### src/rtl/sprite_palette_pkg.sv
// Shared types and constants for the sprite/tile palette lookup and its fade controller.
package sprite_palette_pkg;

    typedef enum logic [1:0] {
        IDLE     = 2'd0,
        FADE_OUT = 2'd1,
        DARK     = 2'd2,
        FADE_IN  = 2'd3
    } fade_state_t;

    localparam logic [1:0] FADE_NONE    = 2'b00;
    localparam logic [1:0] FADE_OUT_CMD = 2'b01;
    localparam logic [1:0] FADE_IN_CMD  = 2'b10;

    localparam int unsigned DEFAULT_PAL_N = 16;
    localparam int unsigned DEFAULT_RGB_W = 12;

    // Boot palette 0, {R,G,B}; entry 0 is the transparent slot.
    localparam logic [DEFAULT_PAL_N-1:0][DEFAULT_RGB_W-1:0] DEFAULT_PAL = {
        12'h222, 12'h888, 12'hEEE, 12'h357,
        12'hC60, 12'h6B8, 12'hA3F, 12'hFD0,
        12'h4A2, 12'h8CF, 12'hF93, 12'h00F,
        12'h0F0, 12'hF00, 12'hFFF, 12'h000
    };

    // Default palette entry, zero beyond the 16 defined colours.
    function automatic logic [DEFAULT_RGB_W-1:0] default_entry(input int unsigned i);
        return (i < DEFAULT_PAL_N) ? DEFAULT_PAL[i[3:0]] : '0;
    endfunction

    // Palette-select width, never narrower than one bit.
    function automatic int unsigned pal_width(input int unsigned n);
        return (n > 1) ? $clog2(n) : 1;
    endfunction

endpackage

### src/rtl/sprite_palette_lut_if.sv
// Pixel request, palette write, fade command and coloured-pixel result bundle.
interface sprite_palette_lut_if
    import sprite_palette_pkg::*;
#(
    parameter int unsigned IDX_W   = 4,
    parameter int unsigned NUM_PAL = 4,
    parameter int unsigned COLOR_W = 4
);
    localparam int unsigned PAL_W = pal_width(NUM_PAL);
    localparam int unsigned RGB_W = 3 * COLOR_W;

    logic               in_valid;
    logic [IDX_W-1:0]   in_idx;
    logic [PAL_W-1:0]   in_pal;
    logic               wr_en;
    logic [PAL_W-1:0]   wr_pal;
    logic [IDX_W-1:0]   wr_idx;
    logic [RGB_W-1:0]   wr_rgb;
    logic [1:0]         fade_cmd;
    logic               out_valid;
    logic [COLOR_W-1:0] red;
    logic [COLOR_W-1:0] green;
    logic [COLOR_W-1:0] blue;
    logic               out_transp;
    logic               fade_busy;
    logic [COLOR_W-1:0] fade_level;

    modport master (
        output in_valid, in_idx, in_pal,
        output wr_en, wr_pal, wr_idx, wr_rgb,
        output fade_cmd,
        input  out_valid, red, green, blue, out_transp,
        input  fade_busy, fade_level
    );

    modport slave (
        input  in_valid, in_idx, in_pal,
        input  wr_en, wr_pal, wr_idx, wr_rgb,
        input  fade_cmd,
        output out_valid, red, green, blue, out_transp,
        output fade_busy, fade_level
    );

endinterface

### src/rtl/palette_fade_ctrl.sv
// Global fade-to/from-black sequencer: state, step prescaler and darkening level.
module palette_fade_ctrl
    import sprite_palette_pkg::*;
#(
    parameter int unsigned COLOR_W  = 4,
    parameter int unsigned FADE_DIV = 4
) (
    input  logic               clk,
    input  logic               rst,
    input  logic [1:0]         fade_cmd,
    output logic               fade_busy,
    output logic [COLOR_W-1:0] fade_level
);

    localparam int unsigned        PRESC_W    = 8;
    localparam logic [PRESC_W-1:0] PRESC_LAST = PRESC_W'(FADE_DIV - 1);
    localparam logic [COLOR_W-1:0] L_MAX      = '1;
    localparam logic [COLOR_W-1:0] L_PEN_UP   = L_MAX - COLOR_W'(1);
    localparam logic [COLOR_W-1:0] L_PEN_DOWN = COLOR_W'(1);

    fade_state_t        state;
    logic [PRESC_W-1:0] presc;
    logic               go_out_c;
    logic               go_in_c;
    logic               step_c;

    always_comb begin : cmd_decode_p
        go_out_c = (fade_cmd == FADE_OUT_CMD) && ((state == IDLE) || (state == FADE_IN));
        go_in_c  = (fade_cmd == FADE_IN_CMD)  && ((state == DARK) || (state == FADE_OUT));
        step_c   = (presc == PRESC_LAST);
    end

    // Accepted commands restart the prescaler; level moves once per FADE_DIV edges.
    always_ff @(posedge clk or posedge rst) begin : fsm_p
        if (rst) begin
            state      <= IDLE;
            presc      <= '0;
            fade_level <= '0;
            fade_busy  <= 1'b0;
        end else if (go_out_c) begin
            presc <= '0;
            if (fade_level == L_MAX) begin
                state     <= DARK;
                fade_busy <= 1'b0;
            end else begin
                state     <= FADE_OUT;
                fade_busy <= 1'b1;
            end
        end else if (go_in_c) begin
            presc <= '0;
            if (fade_level == '0) begin
                state     <= IDLE;
                fade_busy <= 1'b0;
            end else begin
                state     <= FADE_IN;
                fade_busy <= 1'b1;
            end
        end else begin
            case (state)
                FADE_OUT: begin
                    if (step_c) begin
                        presc      <= '0;
                        fade_level <= fade_level + 1'b1;
                        if (fade_level == L_PEN_UP) begin
                            state     <= DARK;
                            fade_busy <= 1'b0;
                        end
                    end else begin
                        presc <= presc + 1'b1;
                    end
                end
                FADE_IN: begin
                    if (step_c) begin
                        presc      <= '0;
                        fade_level <= fade_level - 1'b1;
                        if (fade_level == L_PEN_DOWN) begin
                            state     <= IDLE;
                            fade_busy <= 1'b0;
                        end
                    end else begin
                        presc <= presc + 1'b1;
                    end
                end
                default: presc <= '0;
            endcase
        end
    end

endmodule

### src/rtl/sprite_palette_lut.sv
// Multi-palette colour lookup: two-stage registered pipeline, transparent index 0,
// and global saturating fade applied to every looked-up colour.
module sprite_palette_lut
    import sprite_palette_pkg::*;
#(
    parameter int unsigned IDX_W    = 4,
    parameter int unsigned NUM_PAL  = 4,
    parameter int unsigned COLOR_W  = 4,
    parameter int unsigned FADE_DIV = 4
) (
    input  logic                clk,
    input  logic                rst,
    sprite_palette_lut_if.slave bus
);

    localparam int unsigned PAL_W = pal_width(NUM_PAL);
    localparam int unsigned DEPTH = 1 << IDX_W;
    localparam int unsigned RGB_W = 3 * COLOR_W;

    logic [RGB_W-1:0] pal_mem [NUM_PAL][DEPTH];

    logic             s1_valid;
    logic [IDX_W-1:0] s1_idx;
    logic [PAL_W-1:0] s1_pal;

    logic             wr_ok_c;
    logic             rd_ok_c;
    logic [RGB_W-1:0] rd_rgb_c;
    logic [RGB_W-1:0] faded_c;

    function automatic logic [COLOR_W-1:0] fade_chan(input logic [COLOR_W-1:0] c,
                                                     input logic [COLOR_W-1:0] l);
        return (c > l) ? COLOR_W'(c - l) : '0;
    endfunction

    palette_fade_ctrl #(
        .COLOR_W  (COLOR_W),
        .FADE_DIV (FADE_DIV)
    ) u_fade (
        .clk        (clk),
        .rst        (rst),
        .fade_cmd   (bus.fade_cmd),
        .fade_busy  (bus.fade_busy),
        .fade_level (bus.fade_level)
    );

    // Selects beyond NUM_PAL only exist for non-power-of-two palette counts.
    always_comb begin : range_p
        wr_ok_c = bus.wr_en && ({1'b0, bus.wr_pal} < (PAL_W + 1)'(NUM_PAL));
        rd_ok_c = ({1'b0, s1_pal} < (PAL_W + 1)'(NUM_PAL));
    end

    // Colour table; reset restores the boot palette and blanks the rest.
    always_ff @(posedge clk or posedge rst) begin : table_p
        if (rst) begin
            for (int p = 0; p < int'(NUM_PAL); p++) begin
                for (int i = 0; i < int'(DEPTH); i++) begin
                    pal_mem[p][i] <= (p == 0) ? RGB_W'(default_entry(i)) : '0;
                end
            end
        end else if (wr_ok_c) begin
            pal_mem[bus.wr_pal][bus.wr_idx] <= bus.wr_rgb;
        end
    end

    always_ff @(posedge clk or posedge rst) begin : stage1_p
        if (rst) begin
            s1_valid <= 1'b0;
            s1_idx   <= '0;
            s1_pal   <= '0;
        end else begin
            s1_valid <= bus.in_valid;
            s1_idx   <= bus.in_idx;
            s1_pal   <= bus.in_pal;
        end
    end

    // Table read sees pre-write contents when a write lands on the same edge.
    always_comb begin : read_p
        rd_rgb_c = '0;
        if (rd_ok_c) begin
            rd_rgb_c = pal_mem[s1_pal][s1_idx];
        end
        faded_c = {fade_chan(rd_rgb_c[RGB_W-1 -: COLOR_W],   bus.fade_level),
                   fade_chan(rd_rgb_c[2*COLOR_W-1 -: COLOR_W], bus.fade_level),
                   fade_chan(rd_rgb_c[COLOR_W-1:0],          bus.fade_level)};
    end

    // Colour and transparency hold their last value across invalid cycles.
    always_ff @(posedge clk or posedge rst) begin : stage2_p
        if (rst) begin
            bus.out_valid  <= 1'b0;
            bus.out_transp <= 1'b0;
            bus.red        <= '0;
            bus.green      <= '0;
            bus.blue       <= '0;
        end else if (s1_valid) begin
            bus.out_valid <= 1'b1;
            if (s1_idx == '0) begin
                bus.out_transp <= 1'b1;
                bus.red        <= '0;
                bus.green      <= '0;
                bus.blue       <= '0;
            end else begin
                bus.out_transp <= 1'b0;
                bus.red        <= faded_c[RGB_W-1 -: COLOR_W];
                bus.green      <= faded_c[2*COLOR_W-1 -: COLOR_W];
                bus.blue       <= faded_c[COLOR_W-1:0];
            end
        end else begin
            bus.out_valid <= 1'b0;
        end
    end

endmodule

### src/flat_wrapper.sv
// flat-port wrapper written by rule: the top's interface ports become plain ports
module sprite_palette_lut_flat import sprite_palette_pkg::*;
#(
    parameter int unsigned IDX_W    = 4,
    parameter int unsigned NUM_PAL  = 4,
    parameter int unsigned COLOR_W  = 4,
    parameter int unsigned FADE_DIV = 4
)
  (clk, rst, bus_in_valid, bus_in_idx, bus_in_pal, bus_wr_en, bus_wr_pal, bus_wr_idx, bus_wr_rgb, bus_fade_cmd, bus_out_valid, bus_red, bus_green, bus_blue, bus_out_transp, bus_fade_busy, bus_fade_level);
  sprite_palette_lut_if #(.IDX_W(IDX_W), .NUM_PAL(NUM_PAL), .COLOR_W(COLOR_W)) bus_i ();
  input  logic clk;
  input  logic rst;
  input wire logic [$bits(bus_i.in_valid)-1:0] bus_in_valid;
  input wire logic [$bits(bus_i.in_idx)-1:0] bus_in_idx;
  input wire logic [$bits(bus_i.in_pal)-1:0] bus_in_pal;
  input wire logic [$bits(bus_i.wr_en)-1:0] bus_wr_en;
  input wire logic [$bits(bus_i.wr_pal)-1:0] bus_wr_pal;
  input wire logic [$bits(bus_i.wr_idx)-1:0] bus_wr_idx;
  input wire logic [$bits(bus_i.wr_rgb)-1:0] bus_wr_rgb;
  input wire logic [$bits(bus_i.fade_cmd)-1:0] bus_fade_cmd;
  output wire logic [$bits(bus_i.out_valid)-1:0] bus_out_valid;
  output wire logic [$bits(bus_i.red)-1:0] bus_red;
  output wire logic [$bits(bus_i.green)-1:0] bus_green;
  output wire logic [$bits(bus_i.blue)-1:0] bus_blue;
  output wire logic [$bits(bus_i.out_transp)-1:0] bus_out_transp;
  output wire logic [$bits(bus_i.fade_busy)-1:0] bus_fade_busy;
  output wire logic [$bits(bus_i.fade_level)-1:0] bus_fade_level;
  assign bus_i.in_valid = bus_in_valid;
  assign bus_i.in_idx = bus_in_idx;
  assign bus_i.in_pal = bus_in_pal;
  assign bus_i.wr_en = bus_wr_en;
  assign bus_i.wr_pal = bus_wr_pal;
  assign bus_i.wr_idx = bus_wr_idx;
  assign bus_i.wr_rgb = bus_wr_rgb;
  assign bus_i.fade_cmd = bus_fade_cmd;
  assign bus_out_valid = bus_i.out_valid;
  assign bus_red = bus_i.red;
  assign bus_green = bus_i.green;
  assign bus_blue = bus_i.blue;
  assign bus_out_transp = bus_i.out_transp;
  assign bus_fade_busy = bus_i.fade_busy;
  assign bus_fade_level = bus_i.fade_level;
  sprite_palette_lut #(.IDX_W(IDX_W), .NUM_PAL(NUM_PAL), .COLOR_W(COLOR_W), .FADE_DIV(FADE_DIV)) u_core (.clk(clk), .rst(rst), .bus(bus_i));
endmodule
### config.mk
export PLATFORM = sky130hd
export DESIGN_NAME = sprite_palette_lut_flat
export DESIGN_NICKNAME = d
export VERILOG_FILES = /design/src/rtl/sprite_palette_pkg.sv /design/src/rtl/sprite_palette_lut_if.sv /design/src/rtl/palette_fade_ctrl.sv /design/src/rtl/sprite_palette_lut.sv /design/src/flat_wrapper.sv
export SDC_FILE = /design/constraint.sdc
export NUM_CORES = 2
export LEC_CHECK = 0
export CAP_MARGIN = 20
export CORE_AREA = 2 2 265 267
export CTS_BUF_LIST = sky130_fd_sc_hd__clkbuf_4 sky130_fd_sc_hd__clkbuf_8
export DETAILED_ROUTE_END_ITERATION = 10
export DIE_AREA = 0 0 267 269
export PLACE_DENSITY = 0.73
export SYNTH_ARGS = -nofsm -noshare
export SYNTH_HDL_FRONTEND = slang
export SYNTH_SLANG_ARGS = --single-unit
### constraint.sdc
create_clock -name clk -period 32.3 [get_ports clk]
set_input_delay 9.69 -clock clk [delete_from_list [all_inputs] [get_ports clk]]
set_output_delay 9.69 -clock clk [all_outputs]
set_load 0.01 [all_outputs]
After elaboration in Yosys (flattened, before gate mapping)
Cells that the tools add are included.

Add/subtract/negate cells: 6. Multiply operators: 0. Div/mod/pow operators: 0. Magnitude comparators: 9. Eq/ne operators: 15. Shift operators: 0. Multiplexer cells: 44. Bitwise operators: 6. Reduce and logical (&&, ||, !) cells: 14.

Operator list (number): 768-bit bitwise mux (1); 192-bit two-way mux (3); 192-bit binary-select mux with 2-bit select (1); 192-bit demux with 2-bit select (1); 12-bit binary-select mux with 4-bit select (1); 12-bit demux with 4-bit select (1); 12-bit two-way mux (3); 4-bit two-way mux (8); 8-bit two-way mux (4); 2-bit two-way mux (8); 4-bit > comparator (3); 4-bit subtractor (3); 5-bit >= comparator, second input constant (2); 1-bit two-way mux (10); 4-bit inverter with 5-bit output (2); 5-bit AND reduction (2); 8-bit by 1-bit adder with 8-bit output, second input constant (1); 4-bit equality test, second input constant (2); 8-bit by 2-bit equality test with 1-bit output, second input constant (1); 4-bit logical NOT (2); 4-bit by 3-bit != test with 1-bit output, second input constant (2); 4-bit != test, second input constant (2); 4-bit case mux with 2 select lines (1); 2-bit equality test, second input constant (3); 18 further kinds (27).

Register bits after elaboration: 804. Latch bits: 0. RAM bits: 0. ROM bits: 0. Input port bits: 30. Output and inout port bits: 19. Word-level logic and storage cells: 170. Memories: 0.

Longest topological paths before layout
Depth after elaboration: 10. Depth in mapped cells: 17. Gate-level depth less buffers: 12.

Hierarchy
Synthesis repeated with hierarchy kept, for this count alone.

Cells, all modules: 2502. Area, all modules: 37437.2 um2.

Modules (own cells, without submodules): sprite_palette_lut (times used 1, cells each 2417, area each 36566.3 um2, seq. area each 19856.5 um2); palette_fade_ctrl (times used 1, cells each 85, area each 870.8 um2, seq. area each 350.3 um2).

Worst setup path after synthesis
No wires, ideal clock.

Kind: input-to-reg. From: in bus_wr_idx[0]. To: reg u_core.pal_mem[12] in the netlist's numbering. Library setup time: 0.125 ns. Data arrival time: 11.107 ns. Required time: 32.175 ns. Slack: 21.069 ns. Stages on the path: 6. Path buffers: 2. Path through: clkbuf_1 > nand2b_1 > or2_2 > nor2_1 > buf_2 > mux2_2.

Word-level cells in the longest chain between the ends: 8. Elaborated cells between the ends (all ways): 9. Classes of those cells: order compare (2); mux (5); bitwise (1); reduce/logical (1).

RTL lines: from (decl) (RTL line flat_wrapper.sv:18) `input wire logic [$bits(bus_i.wr_idx)-1:0] bus_wr_idx;`; 4-bit inverter with 5-bit output (implied by the code) (*) (RTL line sprite_palette_lut.sv:62) `pal_mem[bus.wr_pal][bus.wr_idx] <= bus.wr_rgb;`; 5-bit >= comparator (implied by the code) or 5-bit by 1-bit less-than comparator with 1-bit output (tied branches) (RTL line sprite_palette_lut.sv:62); 1-bit logical AND (implied by the code) (RTL line sprite_palette_lut.sv:62); 12-bit two-way mux (implied by the code) (RTL line sprite_palette_lut.sv:62); 12-bit demux with 4-bit select (*) (RTL line sprite_palette_lut.sv:62); 192-bit two-way mux (implied by the code) (*) (RTL line sprite_palette_lut.sv:62); 192-bit demux with 2-bit select (*) (RTL line sprite_palette_lut.sv:62); 768-bit bitwise mux (*) (RTL line sprite_palette_lut.sv:62); to (signal, indexed assignment) (RTL line sprite_palette_lut.sv:58) `pal_mem[p][i] <= (p == 0) ? RGB_W'(default_entry(i)) : '0;`; to (signal, indexed assignment) (RTL line sprite_palette_lut.sv:62); to (decl) (RTL line sprite_palette_lut.sv:20) `logic [RGB_W-1:0] pal_mem [NUM_PAL][DEPTH];`.

Every way passes the cells marked *; elsewhere a longest branch is shown, timed or not. A chain may end at the register's enable or synchronous reset.

==> summary.md <==
| Metric | Value |
|---|---|
| Total number of vias | about 22,000 |
| Clk buf depth | 3 |
| Largest stage delay, worst path | 0.84 ns |
| Grt ovf | 0 |
| CP delay by family, top | buffers and inverters |
| CTS resizes | 0 |
| Syn Nets | 2,552 |
| Register area share after synthesis | 53.85% |
| Fill cell count | 5,160 |
| Worst Tran Pin Value | 1.094 ns |
| Slowest-stage cell, CP | buf_4 |
| Initial Util | 54.15% |
| Pre-antenna DRT Iters | 5 |
| Initial antenna violation count | 3 |
| Commonest non-fill, non-tap cells in the layout | mux2_2, dfrtp_1, clkbuf_8, mux4_2, mux2i_1 |
| DP Worst Slack | around 19 ns |
| CTS buffer count | 135 |
| WS Path Type | input pin to async pin |
| Seq. cell area | 20,220 µm² |
| Largest net degree at the start of global routing | between 150 and 200 |
| Die area | between 70,000 and 80,000 µm² |
| Setup violators final | 0 |
| Gate Count Post-Synth | 2,496 |
| Avg Inst Size Synth | 15.03 µm² |
| Clk root buf | clkbuf_8 |
| Vias in the first global route | around 23,000 |
| Setup Buffers After CTS | 0 |
| Layout area overhead | 10.40% |
| Ys async rst share | 100.0% |
| Worst path bufs/invs | 6 |
| Most common cell after layout, fill and taps aside | mux2_2 |
| Flops & latches, synth | 803 |
| CP dominant cell by count | buf_4 |
| Status | completed |
| Final core occ | 59.78% |
| Main flop type after synthesis | dfrtp_1 |
| Die H | 269 µm |
| Die Width | 267 µm |
| Post-route ant nets | 0 |
| CP arrival | roughly 14 ns |
| DRT iter0 DRCs | approximately 1,400 |
| Crit path required time | 33.10 ns |
| Netlist cell types | just under 70 |
| Row cnt | 97 |
| Critical path cell sequence | clkdlybuf4s50_1 -> inv_8 -> buf_16 -> buf_4 -> buf_4 -> buf_4 |
| Leakage | 19.21 nW |
| Hold-fix buffers, CTS | 0 |
| Worst Skew | 0.04077 ns |
| CORE AREA | roughly 70,000 µm² |
| CTS tree | done |
| CP endpoint kind | async pin |
| RSZ-0062 raised after global routing | false |
| Final net count | ~2,600 |
| Clock sink count | 803 |
| GPL Wtd Cong | 0.8301 |
| Cell count after placement | 3,303 |
| Area occupied by multi-input gates | 16,070 µm² |
| Layout cells sized above 1 | about half |
| CP Max Fanout | 132 |
| Wire length of the first global-routing pass | 140,700 µm |
| Num ports | 49 |
| Hold slack final | ~0.45 ns |
| Half-perimeter wire length after placement | 56,080 µm |
| Post-Route WL | ~91,000 µm |
| Crit start category | input pin |
| Final min period | 12.73 ns |
| Area after DPL | roughly 38,000 µm² |
| Number of enable flip-flop cells after synthesis | 0 |
| Hold WC Path Type | flip-flop to flip-flop |
| Non-filler cells, final | 3,559 |
| Post-Syn Area | roughly 38,000 µm² |
| Total power | 2.575 mW |
| VDD IR max | 0.00003169 V |
| CTS clk-pin slew, worst paths | 0.05 ns |
| WL per Instance | 25.70 µm |
| Yosys Warn Count | 0 |
| Post-route cell area | 41,430 µm² |
| Vias per cell | 6.171 |
| Worst Slack Setup Final | 19.57 ns |
| Max_cap viols | 0 |
| Number of port buffers | 48 |
| Period utilisation layout | 39.42% |
| FMAX | 78.55 MHz |
| CTS H-Tree Depth | 4 |
| Clock Latency Late Sink | 0.79 ns |
| Setup_tns | 0 ns |
| GRT Total Usage | 26.23% |
| Power Density | 62.14 nW/µm² |
| Final hold vios | 0 |
| # DRC | 0 |
| Max Slew Vio Count | 0 |
| Max-slew headroom | 26.91% |
cells in the mapped netlist (all sizes together) (3+ instances only):
cell type  number  area share [%]
o221ai          5            0.12
mux2          776              23
o2bb2ai        11            0.26
o21bai          3           0.060
xor2           10            0.23
nand2b         10            0.17
nand3          14            0.19
xnor2           5            0.12
fa              3            0.16
nor2b          10            0.17
nor2           44            0.44
dfstp          90             6.3
a211o           3           0.070
and3            6            0.10
nor4            3           0.050
nor3b           5            0.10
nor3           23            0.31
o31ai           4           0.080
o21a            3           0.060
buf           122             2.1
a211oi          7            0.14
nand2          84            0.84
mux2i          94             2.5
a21o            3           0.060
and2            4           0.067
nand4           6            0.10
dfrtp         713              48
or3b            4           0.093
a21oi          27            0.36
a221oi          4           0.093
nand3b          3           0.070
a31oi           4           0.067
o21ai          13            0.17
a22o            3           0.070
or2             7            0.12
inv            16            0.16
o22ai          18            0.30
ha             23            0.77
clkbuf        105             1.1
a22oi          22            0.44
mux4          164              10
registers in the layout, summed over array words and instances (netlist names):
signal and flops:
u_core.s1_idx 4, u_core.s1_pal 2, u_core.s1_valid 1, u_core.bus.out_valid 1, u_core.u_fade.fade_level 4, u_core.pal_mem 768
u_core.bus.red 4, u_core.bus.out_transp 1, u_core.bus.green 4, u_core.u_fade.presc 8, u_core.bus.blue 4, u_core.u_fade.state 2
kinds of logic after synthesis:
group	Yosys count	synth area share, %
xor gates and xnor gates	15	0.3501
adders and majority gates	26	0.9269
buffers and inverters	243	3.384
muxes	1034	35.81
AOI/OAI and AO/OA	146	2.751
and+or+nand+nor	229	2.927
DFF	803	53.85
final cells by class:
cell class,instances,share of cell area [%]
sequential,803,48.80
multi-input combinational,1450,38.78
clock buffer,223,6.532
tap,940,2.839
timing repair buffer,100,2.280
clock inverter,26,0.5919
inverter,16,0.1631
antenna,1,0.006040
routing by layer:
layer	vias to the layer above	part of all wire (%)	GRT usage [%]	routed length, µm
li1	9258	-	-	-
met1	11830	43	36.16	39700
met2	712	47	40.99	43240
met3	160	6.0	5.516	5508
met4	0	3.3	10.67	3036
met5	-	0	0	0
power breakdown:
group | switching, mW | total [mW] | internal, mW
Sequential | 0.0753 | 1.23 | 1.15
Clock | 0.413 | 0.963 | 0.550
Combinational | 0.178 | 0.384 | 0.206
path summary, 6_finish.rpt:
check                                           start                               to  slack [ns]  cells after the start
setup / recovery                                  rst   u_core.pal_mem[37]$_DFFE_PP0P_       19.57                      6
hold / removal              u_core.s1_valid$_DFF_PP0_   u_core.bus.out_valid$_DFF_PP0_        0.45                      0
setup reg to reg           u_core.s1_pal[1]$_DFF_PP0_    u_core.bus.red[3]$_DFFE_PP0P_       26.74                     12
hold reg to reg             u_core.s1_valid$_DFF_PP0_   u_core.bus.out_valid$_DFF_PP0_        0.45                      0
max in group clk                        bus_wr_idx[0]  u_core.pal_mem[589]$_DFFE_PP0P_       20.59                      5
min in group asynchronous                         rst  u_core.pal_mem[569]$_DFFE_PP0P_        9.26                      2
Power figures use the tool's default switching activity.
